<file path="config.mk">
export PLATFORM = sky130hd
export DESIGN_NAME = cache_flush_walker
export DESIGN_NICKNAME = d
export VERILOG_FILES = /design/src/rtl/cache_flush_walker.sv
export SDC_FILE = /design/constraint.sdc
export NUM_CORES = 1
export LEC_CHECK = 0
export ABC_AREA = 1
export CAP_MARGIN = 20
export CORE_UTILIZATION = 39
export CTS_BUF_LIST = sky130_fd_sc_hd__clkbuf_4
export DETAILED_ROUTE_END_ITERATION = 16
export GPL_TIMING_DRIVEN = 0
export MAX_ROUTING_LAYER = met4
export PLACE_DENSITY = 0.79
export SLEW_MARGIN = 20
export SYNTH_ARGS = -nofsm -noshare
export SYNTH_HDL_FRONTEND = slang
export SYNTH_SLANG_ARGS = --single-unit
</file>
<file path="constraint.sdc">
create_clock -name clk -period 1.8 [get_ports clk]
set_clock_uncertainty 0.15 [all_clocks]
set_input_delay 0.27 -clock clk [delete_from_list [all_inputs] [get_ports clk]]
set_output_delay 0.27 -clock clk [all_outputs]
set_load 0.005 [all_outputs]
</file>
<file path="src/rtl/cache_flush_walker.sv">
// Walks every cache line index, writes back MODIFIED lines and then invalidates or
// cleans each line while holding the line-store ports via a lock handshake.
module cache_flush_walker #(
    parameter int INDEX_BITS = 9,
    parameter int TAG_BITS   = 17,
    parameter int LINE_BITS  = 128
) (
    input  logic                          clk,
    input  logic                          rst_n,
    input  logic                          flush_start,
    input  logic                          flush_inval,
    output logic                          flush_busy,
    output logic                          flush_done,
    output logic                          lock_req,
    input  logic                          lock_gnt,
    output logic [INDEX_BITS-1:0]         index_rd,
    output logic [INDEX_BITS-1:0]         index_wr,
    output logic                          write_data,
    output logic                          write_state,
    output logic [1:0]                    state_wr,
    input  logic [TAG_BITS-1:0]           tag_rd,
    input  logic [LINE_BITS-1:0]          data_rd,
    input  logic [1:0]                    state_rd,
    output logic                          wb_valid,
    input  logic                          wb_ready,
    output logic [TAG_BITS+INDEX_BITS-1:0] wb_addr,
    output logic [LINE_BITS-1:0]          wb_data
);

    // line_state encoding shared with the line store
    localparam logic [1:0] LS_INVALID   = 2'd0;
    localparam logic [1:0] LS_EXCLUSIVE = 2'd2;
    localparam logic [1:0] LS_MODIFIED  = 2'd3;

    localparam logic [INDEX_BITS-1:0] IDX_LAST = '1;

    typedef enum logic [2:0] {
        S_IDLE, S_LOCK, S_READ, S_CHECK, S_WB, S_UPDATE, S_DONE
    } state_t;

    state_t                state_q, state_d;
    logic [INDEX_BITS-1:0] idx_q;
    logic                  inval_q;
    logic [TAG_BITS-1:0]   tag_h;
    logic [LINE_BITS-1:0]  data_h;
    logic                  advance;

    always_ff @(posedge clk or negedge rst_n) begin
        if (!rst_n) begin
            state_q <= S_IDLE;
            idx_q   <= '0;
            inval_q <= 1'b0;
            tag_h   <= '0;
            data_h  <= '0;
        end else begin
            state_q <= state_d;
            if (state_q == S_IDLE && flush_start) begin
                inval_q <= flush_inval;
                idx_q   <= '0;
            end
            if (state_q == S_CHECK) begin
                tag_h  <= tag_rd;
                data_h <= data_rd;
            end
            if (advance && idx_q != IDX_LAST) begin
                idx_q <= idx_q + 1'b1;
            end
        end
    end

    always_comb begin
        state_d = state_q;
        advance = 1'b0;
        case (state_q)
            S_IDLE:   if (flush_start) state_d = S_LOCK;
            S_LOCK:   if (lock_gnt) state_d = S_READ;
            S_READ:   state_d = S_CHECK;
            S_CHECK: begin
                // clean sweeps leave non-MODIFIED lines alone
                if (state_rd == LS_MODIFIED) begin
                    state_d = S_WB;
                end else if (state_rd == LS_INVALID || !inval_q) begin
                    advance = 1'b1;
                end else begin
                    state_d = S_UPDATE;
                end
            end
            S_WB:     if (wb_ready) state_d = S_UPDATE;
            S_UPDATE: advance = 1'b1;
            S_DONE:   state_d = S_IDLE;
            default:  state_d = S_IDLE;
        endcase
        if (advance) begin
            state_d = (idx_q == IDX_LAST) ? S_DONE : S_READ;
        end
    end

    always_comb begin
        flush_busy  = 1'b0;
        flush_done  = 1'b0;
        lock_req    = 1'b0;
        index_rd    = '0;
        index_wr    = '0;
        write_data  = 1'b0;
        write_state = 1'b0;
        state_wr    = LS_INVALID;
        wb_valid    = 1'b0;
        wb_addr     = '0;
        wb_data     = '0;
        if (state_q != S_IDLE) begin
            flush_busy = 1'b1;
            lock_req   = 1'b1;
        end
        case (state_q)
            S_READ: index_rd = idx_q;
            S_WB: begin
                wb_valid = 1'b1;
                wb_addr  = {tag_h, idx_q};
                wb_data  = data_h;
            end
            S_UPDATE: begin
                write_state = 1'b1;
                index_wr    = idx_q;
                state_wr    = inval_q ? LS_INVALID : LS_EXCLUSIVE;
            end
            S_DONE: flush_done = 1'b1;
            default: ;
        endcase
    end

    // The controller must not take the ports back while the walker is using them.
    a_lock_held: assert property (@(posedge clk) disable iff (!rst_n)
        (state_q inside {S_READ, S_CHECK, S_WB, S_UPDATE}) |-> lock_gnt);

endmodule

</file>
# After elaboration in Yosys (flattened, before gate mapping)
# Cells that the tools add are included.
# totals
out_inout_bits	180
ff_bits	158
wordCells	52
# classes
reduce_logical	9
eq_ne	14
mux	23
n_addsub	1
# ops
cell	n
128-bit two-way mux	1
9-bit two-way mux	4
26-bit two-way mux	1
3-bit two-way mux	7
3-bit case mux with 6 select lines	1
9-bit by 1-bit adder with 9-bit output, second input constant	1
3-bit equality test, second input constant	3
9-bit equality test, second input constant	1
3-bit != test, second input constant	3
9-bit != test, second input constant	1
3-bit by 2-bit equality test with 1-bit output, second input constant	2
1-bit two-way mux	6
5-bit AND reduction	1
2-bit two-way mux	2
4-bit != test, second input constant	1
3-bit by 1-bit equality test with 1-bit output, second input constant	1
3-bit logical NOT	1
3-bit nonzero test	1
2-bit equality test, second input constant	1
1-bit logical AND	2
2-bit logical NOT	1
2-bit != test, second input constant	1
1-bit case mux with 2 select lines	1
2-bit nonzero test	1
2 further kinds	2

# Longest topological paths before layout
# Gate-level depths: netlist of run 1.
# logic_depth
ltp_word	7
depth_mapped	10
depth_no_buf	10

# Least setup slack after synthesis of run 1
# Ideal clock, no wire load.
# synth_timing
path_type	flip-flop to flip-flop
start	register idx_q[1]
end	register idx_q[4]
setup_slack_ps	127
t_arrival_ps	1458
period_less_slack_ps	1673
setup_ps	66
path_stages_with_launch	11
path_buffers	0
path_cell_list	dfrtp_1 ha_1 nand2_1 nor2_1 nand4_1 nor2_1 ha_1 inv_1 nand2_2 nand3_1 nand2_1
# synth_between
elab_chain_len	3
# synth_lines
item	line_no	source
start, declared	42	logic [INDEX_BITS-1:0] idx_q;
start signal, assigned	66	idx_q <= idx_q + 1'b1;
branches (longest 3 deep; another with 9-bit by 1-bit adder with 9-bit output)	--	
# Several ways; the timed one is not identified.
# A chain may end at the register's enable or synchronous reset.

# Worst setup path in the final report of run 1
# layout_timing
start	register state_q[1]
end	output port wb_data[94]
# layout_between
elab_chain_len	2
# layout_lines
item	line_no	source
start, declared	41	state_t state_q, state_d;
start signal, assigned	56	state_q <= state_d;
3-bit equality test	114	case (state_q)
128-bit two-way mux	114	
end, declared	27	output logic [LINE_BITS-1:0] wb_data
# Every way passes these cells.

==> report_table.html, run 1 <==
<table>
<tr><th>Metric</th><th>Value</th></tr>
<tr><th colspan="2">Status</th></tr>
<tr><td>Result of the run</td><td>complete, but fails checks</td></tr>
<tr><td>Violations in the final reports</td><td>setup timing</td></tr>
<tr><th colspan="2">Yosys</th></tr>
<tr><td>FF+latch count, synth</td><td>about 160</td></tr>
<tr><td>Unique masters post-synth</td><td>22</td></tr>
<tr><td>Synthesis warning total</td><td>0</td></tr>
<tr><td>Leading cell types by total area after synthesis</td><td>dfrtp_1, o21ai_0, nand2_1, nor2_1, inv_1</td></tr>
<tr><td>Synth Flop Type</td><td>dfrtp_1</td></tr>
<tr><td>Fraction of registers with async set or reset after synthesis</td><td>100.0%</td></tr>
<tr><td>Gate count of the mapped netlist</td><td>930</td></tr>
<tr><td>List of most frequent post-synthesis cells</td><td>nand2_1, nor2_1, inv_1</td></tr>
<tr><td>Register area share after synthesis</td><td>54.90%</td></tr>
<tr><td>Most frequent cell after synthesis</td><td>nand2_1</td></tr>
<tr><td>Portion of synthesized cell area occupied by the leading cell type</td><td>between 50% and 60%</td></tr>
<tr><td>Largest area contributor in the netlist</td><td>dfrtp_1</td></tr>
<tr><td>Mapped Avg Cell Area</td><td>approximately 7.7 um^2</td></tr>
<tr><td>Post-Synthesis Cell Area</td><td>7202 um^2</td></tr>
<tr><td>Number of enable-type register cells in the synthesized netlist</td><td>0</td></tr>
<tr><th colspan="2">Timing</th></tr>
<tr><td>Tcrit/Tclk final</td><td>130.5%</td></tr>
<tr><td>Final setup vio count</td><td>approximately 280</td></tr>
<tr><td>Final-layout worst hold slack</td><td>between 0.07 and 0.08 ns</td></tr>
<tr><td>Worst-case setup margin in the final layout</td><td>-0.5483 ns</td></tr>
<tr><td>Setup TNS</td><td>-82.39 ns</td></tr>
<tr><td>Final min period</td><td>approximately 2.3 ns</td></tr>
<tr><td>Number of hold violations in the final report</td><td>0</td></tr>
<tr><td>Unrepaired setup endpoints after global routing</td><td>yes</td></tr>
<tr><td>Worst slew slack as a fraction of its limit</td><td>57.13%</td></tr>
<tr><td>Max Fclk</td><td>~430 MHz</td></tr>
<tr><td>Transition at the pin with the smallest max-transition slack</td><td>between 0.6 and 0.7 ns</td></tr>
<tr><td>Slew Viols, Final</td><td>0</td></tr>
<tr><th colspan="2">Floorplan</th></tr>
<tr><td>Initial Util</td><td>39.96%</td></tr>
<tr><td>Core Box Area</td><td>between 15000 and 20000 um^2</td></tr>
<tr><td>Number of rows created at floorplan</td><td>49</td></tr>
<tr><td>I/O pin cnt</td><td>roughly 330</td></tr>
<tr><td>Die area</td><td>19010 um^2</td></tr>
<tr><td>Die extent in y</td><td>between 100 and 150 um</td></tr>
<tr><td>X dimension of the die</td><td>about 140 um</td></tr>
<tr><th colspan="2">Place</th></tr>
<tr><td>Port bufs</td><td>330</td></tr>
<tr><td>Placed wire-length estimate</td><td>around 17000 um</td></tr>
<tr><td>Placer Congestion</td><td>0.8602</td></tr>
<tr><th colspan="2">Clock network</th></tr>
<tr><td>Clock latency at the later pin of the worst-skew pair</td><td>about 0.55 ns</td></tr>
<tr><td>Number of sinks handled by clock tree synthesis</td><td>158</td></tr>
<tr><td>Number of buffers created by CTS</td><td>17</td></tr>
<tr><td>H-tree level count</td><td>4</td></tr>
<tr><td>Number of buffers between clock root and the deepest sink</td><td>2</td></tr>
<tr><td>TritonCTS clock tree</td><td>built</td></tr>
<tr><td>Clock input transition at the sequential cells of the worst setup and hold paths</td><td>~0.15 ns</td></tr>
<tr><td>Cell at the root of the clock tree</td><td>clkbuf_4</td></tr>
<tr><th colspan="2">Min path</th></tr>
<tr><td>Min-Delay Path Class</td><td>input port to async pin</td></tr>
<tr><th colspan="2">Detailed routing</th></tr>
<tr><td>Wire length per cell after detailed routing</td><td>16.40 um</td></tr>
<tr><td>Final WL</td><td>~26000 um</td></tr>
<tr><td>Post-route DRC</td><td>0</td></tr>
<tr><td>Detailed router's first-iteration violation count</td><td>285</td></tr>
<tr><td>Residual antenna-violating net count after detailed routing</td><td>0</td></tr>
<tr><td>Drt pass-1 iters</td><td>4</td></tr>
<tr><td>Overall via count from detail_route</td><td>7505</td></tr>
<tr><td>Via density per instance</td><td>4.759</td></tr>
<tr><th colspan="2">Global route</th></tr>
<tr><td>Initial antenna violation count</td><td>1</td></tr>
<tr><td>Via count of the first global-routing pass</td><td>approximately 7000</td></tr>
<tr><td>Wire length of the first global-routing pass</td><td>approximately 36000 um</td></tr>
<tr><td>Pin count of the biggest net entering global routing</td><td>a little over 80</td></tr>
<tr><td>GRT Residual Overflow</td><td>0</td></tr>
<tr><td>Global-route usage over all layers</td><td>roughly a quarter</td></tr>
<tr><th colspan="2">Setup path</th></tr>
<tr><td>Worst Path Required</td><td>1.38 ns</td></tr>
<tr><td>Data arrival time of the worst path</td><td>between 1.5 and 2 ns</td></tr>
<tr><td>Highest net fanout along the worst path</td><td>5</td></tr>
<tr><td>Startpoint Class</td><td>flop</td></tr>
<tr><td>Type of the setup path with the least slack</td><td>flop to output port</td></tr>
<tr><td>CP Capture Type</td><td>output port</td></tr>
<tr><th colspan="2">Power and ir drop</th></tr>
<tr><td>IR Drop Worst-Case VDD</td><td>0.6072 mV</td></tr>
<tr><td>Ratio of total power to cell area</td><td>1278 nW/um^2</td></tr>
<tr><td>Static leakage</td><td>between 0.006 and 0.007 uW</td></tr>
<tr><th colspan="2">Layout</th></tr>
<tr><td>Ratio of cells with drive above 1 in the final layout</td><td>~36%</td></tr>
<tr><td>Final #Nets</td><td>approximately 1500</td></tr>
<tr><td>Area growth syn-to-layout</td><td>76.13%</td></tr>
<tr><th colspan="2">Run</th></tr>
<tr><td>MaxCap Viol Count</td><td>0</td></tr>
</table>
critical path, cell delays in order (launching register included):
cell and delay, ns:
dfrtp_2 0.47, nor2_4 0.14, nand2_4 0.10, buf_8 0.15, buf_8 0.14, clkbuf_16 0.16, nor2_2 0.09, buf_2 0.12
area by class of cell:
| class | count | area [um^2] |
|---|---|---|
| clock inverter | 13 | 138.9 |
| fill | 1388 | 5340 |
| multi-input combinational | 555 | 3431 |
| buffer | 50 | 606.8 |
| inverter | 166 | 643.1 |
| tap | 229 | 286.5 |
| clock buffer | 19 | 142.6 |
| timing repair buffer | 386 | 3476 |
| antenna | 1 | 2.502 |
| sequential | 158 | 3958 |
power by group:
part           switching [uW]  internal (uW)  leakage (uW)  total, uW
Combinational            4870           3440       0.00396       8310
Sequential                516           5200       0.00195       5720
Clock                    1330            861      0.000156       2190
worst paths after layout:
check / from / end / slack (ns) / depth (start not counted)
max: state_q[1] / wb_data[94] / -0.55 / 7
min: rst_n / data_h[56] / 0.07 / 2
max reg2reg: state_q[0] / data_h[118] / -0.08 / 7
min reg2reg: data_h[13] / data_h[13] / 0.40 / 2
max in group asynchronous: rst_n / state_q[1] / 0.56 / 3
min in group clk: data_rd[56] / data_h[56] / 0.09 / 3
metrics by stage:
stage	total power, uW	cells	utilization [%]	cell area, um^2	worst slack (ns)
after floorplan	8840	931	-	7206	0.1267
after global placement	11000	1490	59.89	10800	-6.148
after detailed placement	11270	1491	60.07	10830	-0.6334
after CTS	14240	1557	62.65	11290	-0.6102
after global routing	17320	1577	70.37	12680	-0.6453
final	16220	1577	70.37	12680	-0.5483
repair_timing:
action	4_1_cts	5_1_grt
hold buffers	1	0
endpoints found under the setup margin	201	334
endpoints found under the hold margin	77	0
pin swaps	9	22
gates cloned	13	6
resized for setup	777	453
setup buffers	20	20
routing by layer:
layer,up-vias,wire (um),part of all wire (%),track usage [%]
li1,3606,-,-,-
met1,3595,10190,39,28.97
met2,258,13470,52,44.44
met3,46,1676,6.5,6.177
met4,0,521,2.0,8.333
met5,-,0,0,-
kinds of logic after synthesis:
family | count (synthesis) | synth area share (%)
adders and majority gates | 2 | 0.3474
and+or+nand+nor | 394 | 21.40
other | 1 | 0.05207
buffers and inverters | 220 | 12.30
xor gates and xnor gates | 1 | 0.1216
muxes | 1 | 0.1563
AOI/OAI and AO/OA | 153 | 10.72
DFF | 158 | 54.90
cell usage in the layout (no fill, tap or decap), types with 3 or more instances in the layout:
master	count
nand3_2	8
buf_16	8
dfrtp_1	155
nand3_4	3
inv_4	3
nand3_1	6
nor2_2	38
o21ai_1	8
nand2_1	180
clkbuf_16	5
clkbuf_4	23
nand2_4	6
clkbuf_2	7
buf_4	21
buf_6	57
clkinv_4	5
buf_12	12
clkdlybuf4s50_1	151
nor2_1	33
clkdlybuf4s15_1	3
inv_1	162
nand4_1	6
nor2_4	112
dfrtp_2	3
buf_2	140
o21ai_0	142
dlygate4sd2_1	5
buf_8	20
state kept, by name, indices dropped and copies added (netlist names):
register / cells
data_h: 128
state_q: 3
inval_q: 1
tag_h: 17
idx_q: 9
Power figures use the tool's default switching activity.
==> inputs of run 2 (changes only) <==
CORE_ASPECT_RATIO = 0.5   (was default)
==> run 2 against run 1 <==
The run still ends with setup timing left. Global-route usage rose by 2.2 points. Utilization rose by 3.3 points. Maximum frequency fell by 3.1%. Critical path depth did not move. Sequential power barely moved. Sequential share of layout area fell by 0.84 points. Sequential cell count did not move. Wire length rose by 5.0%. First-iteration DRC count rose by 2.1%. Final cell count rose by 1.6%. Register-to-register slack got worse by 0.08 ns. Largest power group unchanged. Highest routed layer unchanged.
==> report_table.html, run 2 (same netlist as run 1, synthesis figures left out) <==
<table>
<tr><th>Metric</th><th>Value</th></tr>
<tr><th colspan="2">Setup path</th></tr>
<tr><td>Data arrival time of the worst path</td><td>2.00 ns (+0.07 ns)</td></tr>
<tr><td>Highest net fanout along the worst path</td><td>5 (unchanged)</td></tr>
<tr><td>CP Capture Type</td><td>output port</td></tr>
<tr><td>Type of the setup path with the least slack</td><td>flop to output port</td></tr>
<tr><td>Launching instance or port of the critical path</td><td>state_q[0]</td></tr>
<tr><td>Startpoint Class</td><td>flop</td></tr>
<tr><td>Worst flop-to-flop path startpoint</td><td>state_q[1]</td></tr>
<tr><td>Worst Path Required</td><td>1.38 ns (about the same)</td></tr>
<tr><th colspan="2">Timing</th></tr>
<tr><td>Setup TNS</td><td>-93.29 ns (-10.90 ns)</td></tr>
<tr><td>Final setup vio count</td><td>275 (-1.1%)</td></tr>
<tr><td>Slew Viols, Final</td><td>0 (unchanged)</td></tr>
<tr><td>Transition at the pin with the smallest max-transition slack</td><td>0.6679 ns (+0.02485 ns)</td></tr>
<tr><td>Tcrit/Tclk final</td><td>134.7% (+4.2 points)</td></tr>
<tr><td>Final-layout worst hold slack</td><td>0.1027 ns (+0.03039 ns)</td></tr>
<tr><td>Worst slew slack as a fraction of its limit</td><td>55.48% (-1.7 points)</td></tr>
<tr><td>Final min period</td><td>2.425 ns (+0.07636 ns)</td></tr>
<tr><td>Max Fclk</td><td>412.4 MHz (-3.1%)</td></tr>
<tr><td>Unrepaired setup endpoints after global routing</td><td>yes</td></tr>
<tr><td>Number of hold violations in the final report</td><td>0 (unchanged)</td></tr>
<tr><td>Worst-case setup margin in the final layout</td><td>-0.6247 ns (-0.07636 ns)</td></tr>
<tr><th colspan="2">Detailed routing</th></tr>
<tr><td>Overall via count from detail_route</td><td>7812 (+4.1%)</td></tr>
<tr><td>Residual antenna-violating net count after detailed routing</td><td>0 (unchanged)</td></tr>
<tr><td>Drt pass-1 iters</td><td>5 (+1)</td></tr>
<tr><td>Detailed router's first-iteration violation count</td><td>291 (+2.1%)</td></tr>
<tr><td>Final WL</td><td>27170 um (+5.0%)</td></tr>
<tr><td>Post-route DRC</td><td>0 (unchanged)</td></tr>
<tr><td>Wire length per cell after detailed routing</td><td>16.95 um (+3.3%)</td></tr>
<tr><td>Via density per instance</td><td>4.873 (+2.4%)</td></tr>
<tr><th colspan="2">Place</th></tr>
<tr><td>Placer Congestion</td><td>0.9072 (+5.5%)</td></tr>
<tr><td>Port bufs</td><td>330 (unchanged)</td></tr>
<tr><td>Post-place instance area</td><td>10830 um^2 (about the same)</td></tr>
<tr><td>Placed wire-length estimate</td><td>17730 um (+5.8%)</td></tr>
<tr><th colspan="2">Clock network</th></tr>
<tr><td>Clock latency at the later pin of the worst-skew pair</td><td>0.54 ns (about the same)</td></tr>
<tr><td>Cell at the root of the clock tree</td><td>clkbuf_4</td></tr>
<tr><td>Clock input transition at the sequential cells of the worst setup and hold paths</td><td>0.17 ns (+0.02 ns)</td></tr>
<tr><td>H-tree level count</td><td>4 (unchanged)</td></tr>
<tr><td>Number of sinks handled by clock tree synthesis</td><td>158 (unchanged)</td></tr>
<tr><td>TritonCTS clock tree</td><td>built</td></tr>
<tr><td>Number of buffers created by CTS</td><td>17 (unchanged)</td></tr>
<tr><td>Number of buffers between clock root and the deepest sink</td><td>2 (unchanged)</td></tr>
<tr><th colspan="2">Power and ir drop</th></tr>
<tr><td>Static leakage</td><td>0.006276 uW (+3.3%)</td></tr>
<tr><td>IR Drop Worst-Case VDD</td><td>0.5597 mV (-7.8%)</td></tr>
<tr><td>Total Power</td><td>16850 uW (+3.9%)</td></tr>
<tr><td>Ratio of total power to cell area</td><td>1292 nW/um^2 (+1.1%)</td></tr>
<tr><th colspan="2">Floorplan</th></tr>
<tr><td>X dimension of the die</td><td>194.2 um (+41%)</td></tr>
<tr><td>Die extent in y</td><td>98.09 um (-29%)</td></tr>
<tr><td>Die area</td><td>19050 um^2 (+0.18%)</td></tr>
<tr><td>I/O pin cnt</td><td>333 (unchanged)</td></tr>
<tr><td>Number of rows created at floorplan</td><td>34 (-31%)</td></tr>
<tr><td>Core Box Area</td><td>17700 um^2 (-1.8%)</td></tr>
<tr><td>Initial Util</td><td>40.70% (+0.74 points)</td></tr>
<tr><th colspan="2">Global route</th></tr>
<tr><td>Wire length of the first global-routing pass</td><td>40010 um (+11%)</td></tr>
<tr><td>Global-route usage over all layers</td><td>27.86% (+2.2 points)</td></tr>
<tr><td>Initial antenna violation count</td><td>0 (-1)</td></tr>
<tr><td>GRT Residual Overflow</td><td>0 (unchanged)</td></tr>
<tr><td>Pin count of the biggest net entering global routing</td><td>89 (+8.5%)</td></tr>
<tr><td>Via count of the first global-routing pass</td><td>7611 (+6.1%)</td></tr>
<tr><th colspan="2">Status</th></tr>
<tr><td>Violations in the final reports</td><td>setup timing</td></tr>
<tr><td>Result of the run</td><td>complete, but fails checks</td></tr>
<tr><th colspan="2">Layout</th></tr>
<tr><td>Final Cell Area</td><td>13040 um^2 (+2.8%)</td></tr>
<tr><td>Ratio of cells with drive above 1 in the final layout</td><td>38.20% (+2.2 points)</td></tr>
<tr><td>Diode count</td><td>0 (-1)</td></tr>
<tr><td>Area growth syn-to-layout</td><td>81.05%</td></tr>
<tr><td>Final #Nets</td><td>1511 (+1.5%)</td></tr>
<tr><td>Fillers</td><td>1275 (-8.1%)</td></tr>
<tr><td>Leading registers by flop count</td><td>data_h x128, tag_h x17, idx_q x9</td></tr>
<tr><td>Share of the core filled with cells</td><td>73.68% (+3.3 points)</td></tr>
<tr><td>Top library cells by usage in the layout, fill and taps aside</td><td>nand2_1, inv_1, dfrtp_1</td></tr>
<tr><td>Number of flip-flops in the largest register</td><td>128 (unchanged)</td></tr>
<tr><td>Register with the highest flop count</td><td>data_h</td></tr>
<tr><td>Leading cell type in the layout, fill and taps excluded</td><td>nand2_1</td></tr>
<tr><th colspan="2">Run</th></tr>
<tr><td>MaxCap Viol Count</td><td>0 (unchanged)</td></tr>
<tr><th colspan="2">Min path</th></tr>
<tr><td>Min-Delay Path Class</td><td>input port to flop</td></tr>
<tr><td>Hold Startpoint</td><td>data_rd[71]</td></tr>
</table>
-- run 2: cell types whose count changed in the layout (fill, tap and decap cells not counted), sizes merged --
cell | previous run | this run
clkdlybuf4s15 | 3 | 0
clkinvlp | 0 | 4
buf | 258 | 283
clkinv | 10 | 4
inv | 167 | 171
nand3 | 17 | 16
dlymetal6s2s | 0 | 3
diode | 1 | 0
dlygate4sd2 | 5 | 1
-- run 2: metal layers --
layer | up-vias | track usage, % | wire length (um)
met4 | 0 | 8.425 | 686
li1 | 3646 | - | -
met3 | 54 | 3.972 | 1016
met5 | - | - | 0
met2 | 230 | 48.59 | 14240
met1 | 3882 | 33.69 | 11220
-- run 2: where the power goes --
group / internal, uW / switching, uW
sequential: 5200 / 522
combinational: 3840 / 5030
clock: 845 / 1410
total: 9890 / 6960
-- run 2: final timing paths --
path,to,slack [ns],cells past startpoint
min in group asynchronous,data_h[23],0.18,2
worst min register to register,data_h[106],0.40,2
worst max-delay path,wb_data[66],-0.62,7
worst max register to register,data_h[98],-0.16,9
worst min-delay path,data_h[71],0.10,3
max in group asynchronous,data_h[114],0.51,3
-- run 2: layout make-up --
cell class	instances	area [um^2]	area share, %
clock buffers	17	127.6	0.9788
repair buffers	406	3766	28.88
flip-flops and latches	158	3959	30.36
inverters	166	635.6	4.875
plain buffers	53	661.9	5.076
clock inverters	15	160.2	1.228
multi-input cells	554	3436	26.35
well taps	234	292.8	2.245
-- run 2: repair_timing --
| action | in CTS | in global routing |
|---|---|---|
| resized for setup | 897 | 371 |
| setup buffers | 29 | 33 |
| pin swaps | 10 | 37 |
| setup endpoints to repair | 212 | 329 |
| cloned | 14 | 7 |
| hold buffers | 1 | 0 |
| hold endpoints to repair | 87 | 0 |
-- run 2: critical path, stage by stage, from the launching register on --
cell	delay, ns
dfrtp_2	0.49
nor2_4	0.16
nand2_4	0.11
buf_12	0.16
buf_12	0.14
buf_8	0.14
nor2_2	0.10
buf_2	0.14
-- run 2: stage by stage --
step,worst slack (ns),std cells
final,-0.6247,1603
after detailed placement,-0.6607,1496
after CTS,-0.6457,1572
after global routing,-0.7151,1603
after global placement,-6.025,1495
after floorplan,0.1267,931
==> inputs of run 3 (changes only) <==
CORE_UTILIZATION = 38   (was 39)
CTS_BUF_LIST = sky130_fd_sc_hd__clkbuf_16   (was sky130_fd_sc_hd__clkbuf_4)
PLACE_DENSITY = 0.78   (was 0.79)
SLEW_MARGIN = 15   (was 20)
==> run 3 against run 2 <==
The run still ends with setup timing left. Combinational power fell by 17%. Clock-buffer cell count is the same. Register-to-register slack better by 0.04 ns. Sequential cell count is the same. Final area fell by 5.7%. Sequential share of layout area up 1.8 points. Die area is 2.6% higher. Largest power group unchanged.
==> report_table.html, run 3 (same netlist as run 1, synthesis figures left out) <==
<table>
<tr><th>Metric</th><th>Value</th></tr>
<tr><th colspan="2">Timing</th></tr>
<tr><td>Worst slew slack as a fraction of its limit</td><td>65.34% (+9.9 points)</td></tr>
<tr><td>Final min period</td><td>2.177 ns (-0.2476 ns)</td></tr>
<tr><td>Unrepaired setup endpoints after global routing</td><td>yes</td></tr>
<tr><td>Max Fclk</td><td>459.3 MHz (+11%)</td></tr>
<tr><td>Final setup vio count</td><td>180 (-35%)</td></tr>
<tr><td>Tcrit/Tclk final</td><td>121.0% (-14 points)</td></tr>
<tr><td>Transition at the pin with the smallest max-transition slack</td><td>0.5199 ns (-0.1479 ns)</td></tr>
<tr><td>Worst-case setup margin in the final layout</td><td>-0.3771 ns (+0.2476 ns)</td></tr>
<tr><td>Number of hold violations in the final report</td><td>0 (unchanged)</td></tr>
<tr><td>Slew Viols, Final</td><td>0 (unchanged)</td></tr>
<tr><th colspan="2">Layout</th></tr>
<tr><td>Share of the core filled with cells</td><td>66.51% (-7.2 points)</td></tr>
<tr><td>Sequential cell area in the final layout</td><td>3958 um^2 (about the same)</td></tr>
<tr><td>Ratio of cells with drive above 1 in the final layout</td><td>30.19% (-8.0 points)</td></tr>
<tr><td>Final #Nets</td><td>1490 (-1.4%)</td></tr>
<tr><td>Number of flip-flops in the largest register</td><td>128 (unchanged)</td></tr>
<tr><td>Final Cell Area</td><td>12290 um^2 (-5.7%)</td></tr>
<tr><td>Area growth syn-to-layout</td><td>70.66%</td></tr>
<tr><td>Final Instance Count excl. Fillers</td><td>1607 (+0.25%)</td></tr>
<tr><td>Top library cells by usage in the layout, fill and taps aside</td><td>nand2_1, inv_1, dfrtp_1</td></tr>
<tr><td>Leading registers by flop count</td><td>data_h x128, tag_h x17, idx_q x9</td></tr>
<tr><td>Leading cell type in the layout, fill and taps excluded</td><td>nand2_1</td></tr>
<tr><td>Register with the highest flop count</td><td>data_h</td></tr>
<tr><td>Multi-input gate area in the final layout</td><td>2898 um^2 (-16%)</td></tr>
<tr><td>Fillers</td><td>1547 (+21%)</td></tr>
<tr><td>Diode count</td><td>0 (unchanged)</td></tr>
<tr><th colspan="2">Status</th></tr>
<tr><td>Violations in the final reports</td><td>setup timing</td></tr>
<tr><td>Result of the run</td><td>complete, but fails checks</td></tr>
<tr><th colspan="2">Detailed routing</th></tr>
<tr><td>Post-route DRC</td><td>0 (unchanged)</td></tr>
<tr><td>Overall via count from detail_route</td><td>7557 (-3.3%)</td></tr>
<tr><td>Wire length per cell after detailed routing</td><td>16.01 um (-5.5%)</td></tr>
<tr><td>Drt pass-1 iters</td><td>5 (unchanged)</td></tr>
<tr><td>Via density per instance</td><td>4.703 (-3.5%)</td></tr>
<tr><td>Detailed router's first-iteration violation count</td><td>372 (+28%)</td></tr>
<tr><td>Residual antenna-violating net count after detailed routing</td><td>0 (unchanged)</td></tr>
<tr><td>Final WL</td><td>25730 um (-5.3%)</td></tr>
<tr><th colspan="2">Power and ir drop</th></tr>
<tr><td>Psw</td><td>6275 uW (-9.8%)</td></tr>
<tr><td>IR Drop Worst-Case VDD</td><td>0.7952 mV (+42%)</td></tr>
<tr><td>Internal power component</td><td>10250 uW (+3.6%)</td></tr>
<tr><td>Total Power</td><td>16520 uW (-1.9%)</td></tr>
<tr><td>Comb pwr share</td><td>44.5% (-8.1 points)</td></tr>
<tr><td>Share of total power in the clock network</td><td>20.9% (+7.5 points)</td></tr>
<tr><td>Ratio of total power to cell area</td><td>1344 nW/um^2 (+4.1%)</td></tr>
<tr><td>Seq pwr share</td><td>34.7% (+0.7 points)</td></tr>
<tr><td>Switch share</td><td>37.98% (-3.3 points)</td></tr>
<tr><td>Static leakage</td><td>0.006043 uW (-3.7%)</td></tr>
<tr><th colspan="2">Place</th></tr>
<tr><td>Post-Place Cells</td><td>1521 (+1.7%)</td></tr>
<tr><td>Post-place instance area</td><td>10870 um^2 (+0.29%)</td></tr>
<tr><td>Placed wire-length estimate</td><td>17800 um (+0.42%)</td></tr>
<tr><td>Placer Congestion</td><td>0.9035 (-0.41%)</td></tr>
<tr><td>Post-place setup slack</td><td>-0.6430 ns (+0.01775 ns)</td></tr>
<tr><td>Port bufs</td><td>330 (unchanged)</td></tr>
<tr><th colspan="2">Clock network</th></tr>
<tr><td>Clock latency at the later pin of the worst-skew pair</td><td>0.41 ns (-0.13 ns)</td></tr>
<tr><td>TritonCTS clock tree</td><td>built</td></tr>
<tr><td>Clock input transition at the sequential cells of the worst setup and hold paths</td><td>0.07 ns (-0.10 ns)</td></tr>
<tr><td>Number of sinks handled by clock tree synthesis</td><td>158 (unchanged)</td></tr>
<tr><td>H-tree level count</td><td>4 (unchanged)</td></tr>
<tr><td>Number of buffers between clock root and the deepest sink</td><td>2 (unchanged)</td></tr>
<tr><td>Number of buffers created by CTS</td><td>17 (unchanged)</td></tr>
<tr><td>Cell at the root of the clock tree</td><td>clkbuf_16</td></tr>
<tr><th colspan="2">Setup path</th></tr>
<tr><td>Number of cells on the worst reg-to-reg path</td><td>12 (+3)</td></tr>
<tr><td>Startpoint Class</td><td>flop</td></tr>
<tr><td>Slack of the worst reg-to-reg path</td><td>-0.12 ns (+0.04 ns)</td></tr>
<tr><td>Type of the setup path with the least slack</td><td>flop to output port</td></tr>
<tr><td>R2R Path End</td><td>state_q[0]</td></tr>
<tr><td>CP Capture Type</td><td>output port</td></tr>
<tr><td>Worst Path Required</td><td>1.38 ns (about the same)</td></tr>
<tr><td>Data arrival time of the worst path</td><td>1.76 ns (-0.24 ns)</td></tr>
<tr><td>Worst flop-to-flop path startpoint</td><td>state_q[0]</td></tr>
<tr><td>Launching instance or port of the critical path</td><td>state_q[0]</td></tr>
<tr><td>Worst setup endpoint</td><td>wb_data[37]</td></tr>
<tr><td>Highest net fanout along the worst path</td><td>5 (unchanged)</td></tr>
<tr><th colspan="2">Floorplan</th></tr>
<tr><td>Core Box Area</td><td>18480 um^2 (+4.4%)</td></tr>
<tr><td>Die extent in y</td><td>99.35 um (+1.3%)</td></tr>
<tr><td>Die area</td><td>19540 um^2 (+2.6%)</td></tr>
<tr><td>Initial Util</td><td>38.97% (-1.7 points)</td></tr>
<tr><td>I/O pin cnt</td><td>333 (unchanged)</td></tr>
<tr><td>Number of rows created at floorplan</td><td>35 (+2.9%)</td></tr>
<tr><td>X dimension of the die</td><td>196.7 um (+1.3%)</td></tr>
<tr><th colspan="2">Global route</th></tr>
<tr><td>Pin count of the biggest net entering global routing</td><td>96 (+7.9%)</td></tr>
<tr><td>GRT Residual Overflow</td><td>0 (unchanged)</td></tr>
<tr><td>Via count of the first global-routing pass</td><td>7452 (-2.1%)</td></tr>
<tr><td>Global-route usage over all layers</td><td>26.77% (-1.1 points)</td></tr>
<tr><td>Initial antenna violation count</td><td>0 (unchanged)</td></tr>
<tr><td>Wire length of the first global-routing pass</td><td>39320 um (-1.7%)</td></tr>
<tr><th colspan="2">Run</th></tr>
<tr><td>MaxCap Viol Count</td><td>0 (unchanged)</td></tr>
<tr><th colspan="2">Min path</th></tr>
<tr><td>Min-Delay Path Class</td><td>input port to async pin</td></tr>
</table>
==> run 3: through the flow <==
step	hold WS, ns	TNS, ns
3_3_place_gp	0.3582	-1043.98
4_1_cts	0.2453	-62.51
2_1_floorplan	-0.1756	0
3_5_place_dp	0.09682	-87.37
5_1_grt	0.2677	-64.61
6_report	0.2360	-51.19
==> run 3: worst min-delay path by stage <==
stage | start | endpoint | slack [ns] | cells after the start
floorplan | rst_n | data_h[0] | -0.18 | 0
global placement | inval_q | inval_q | 0.36 | 1
detailed placement | rst_n | data_h[107] | 0.1 | 1
CTS | data_rd[127] | data_h[127] | 0.25 | 3
global route | rst_n | data_h[110] | 0.27 | 2
finish | rst_n | data_h[110] | 0.24 | 2
==> run 3: final cells by class <==
type | count | area share [%]
Buffer | 51 | 4.530
Clock buffer | 17 | 3.461
Clock inverter | 15 | 1.018
Inverter | 166 | 5.131
Multi-Input combinational cell | 555 | 23.58
Sequential cell | 158 | 32.20
Tap cell | 259 | 2.637
Timing Repair Buffer | 386 | 27.45
==> run 3: per-layer routing <==
layer  vias up  wire [um]  global-route usage, %
met5         -          0                      -
li1       3606          -                      -
met2       235      12900                  43.67
met4         0        891                  11.69
met3        65       1107                  4.137
met1      3651      10830                  33.38
==> run 3: worst max-delay path: stages (launching register included) <==
cell	delay, ns
dfrtp_1	0.43
nor2_4	0.16
nand2_4	0.10
buf_8	0.15
buf_12	0.15
buf_16	0.15
nor2_4	0.08
buf_2	0.12
==> run 3: power groups by stage <==
stage               combinational (uW)  sequential, uW  clock (uW)
floorplan                         3210            5630           0
global placement                  5290            5740           0
detailed placement                5490            5780           0
CTS                               6530            5720        3470
global route                      8160            5890        3620
finish                            7340            5730        3450
==> run 3: what timing repair did <==
item,CTS,global route
buffers inserted,32,14
cloned,11,1
endpoints found under the hold margin,63,0
resized for setup,749,192
setup endpoints to repair,192,334
pin swaps,11,19
hold buffers,1,0
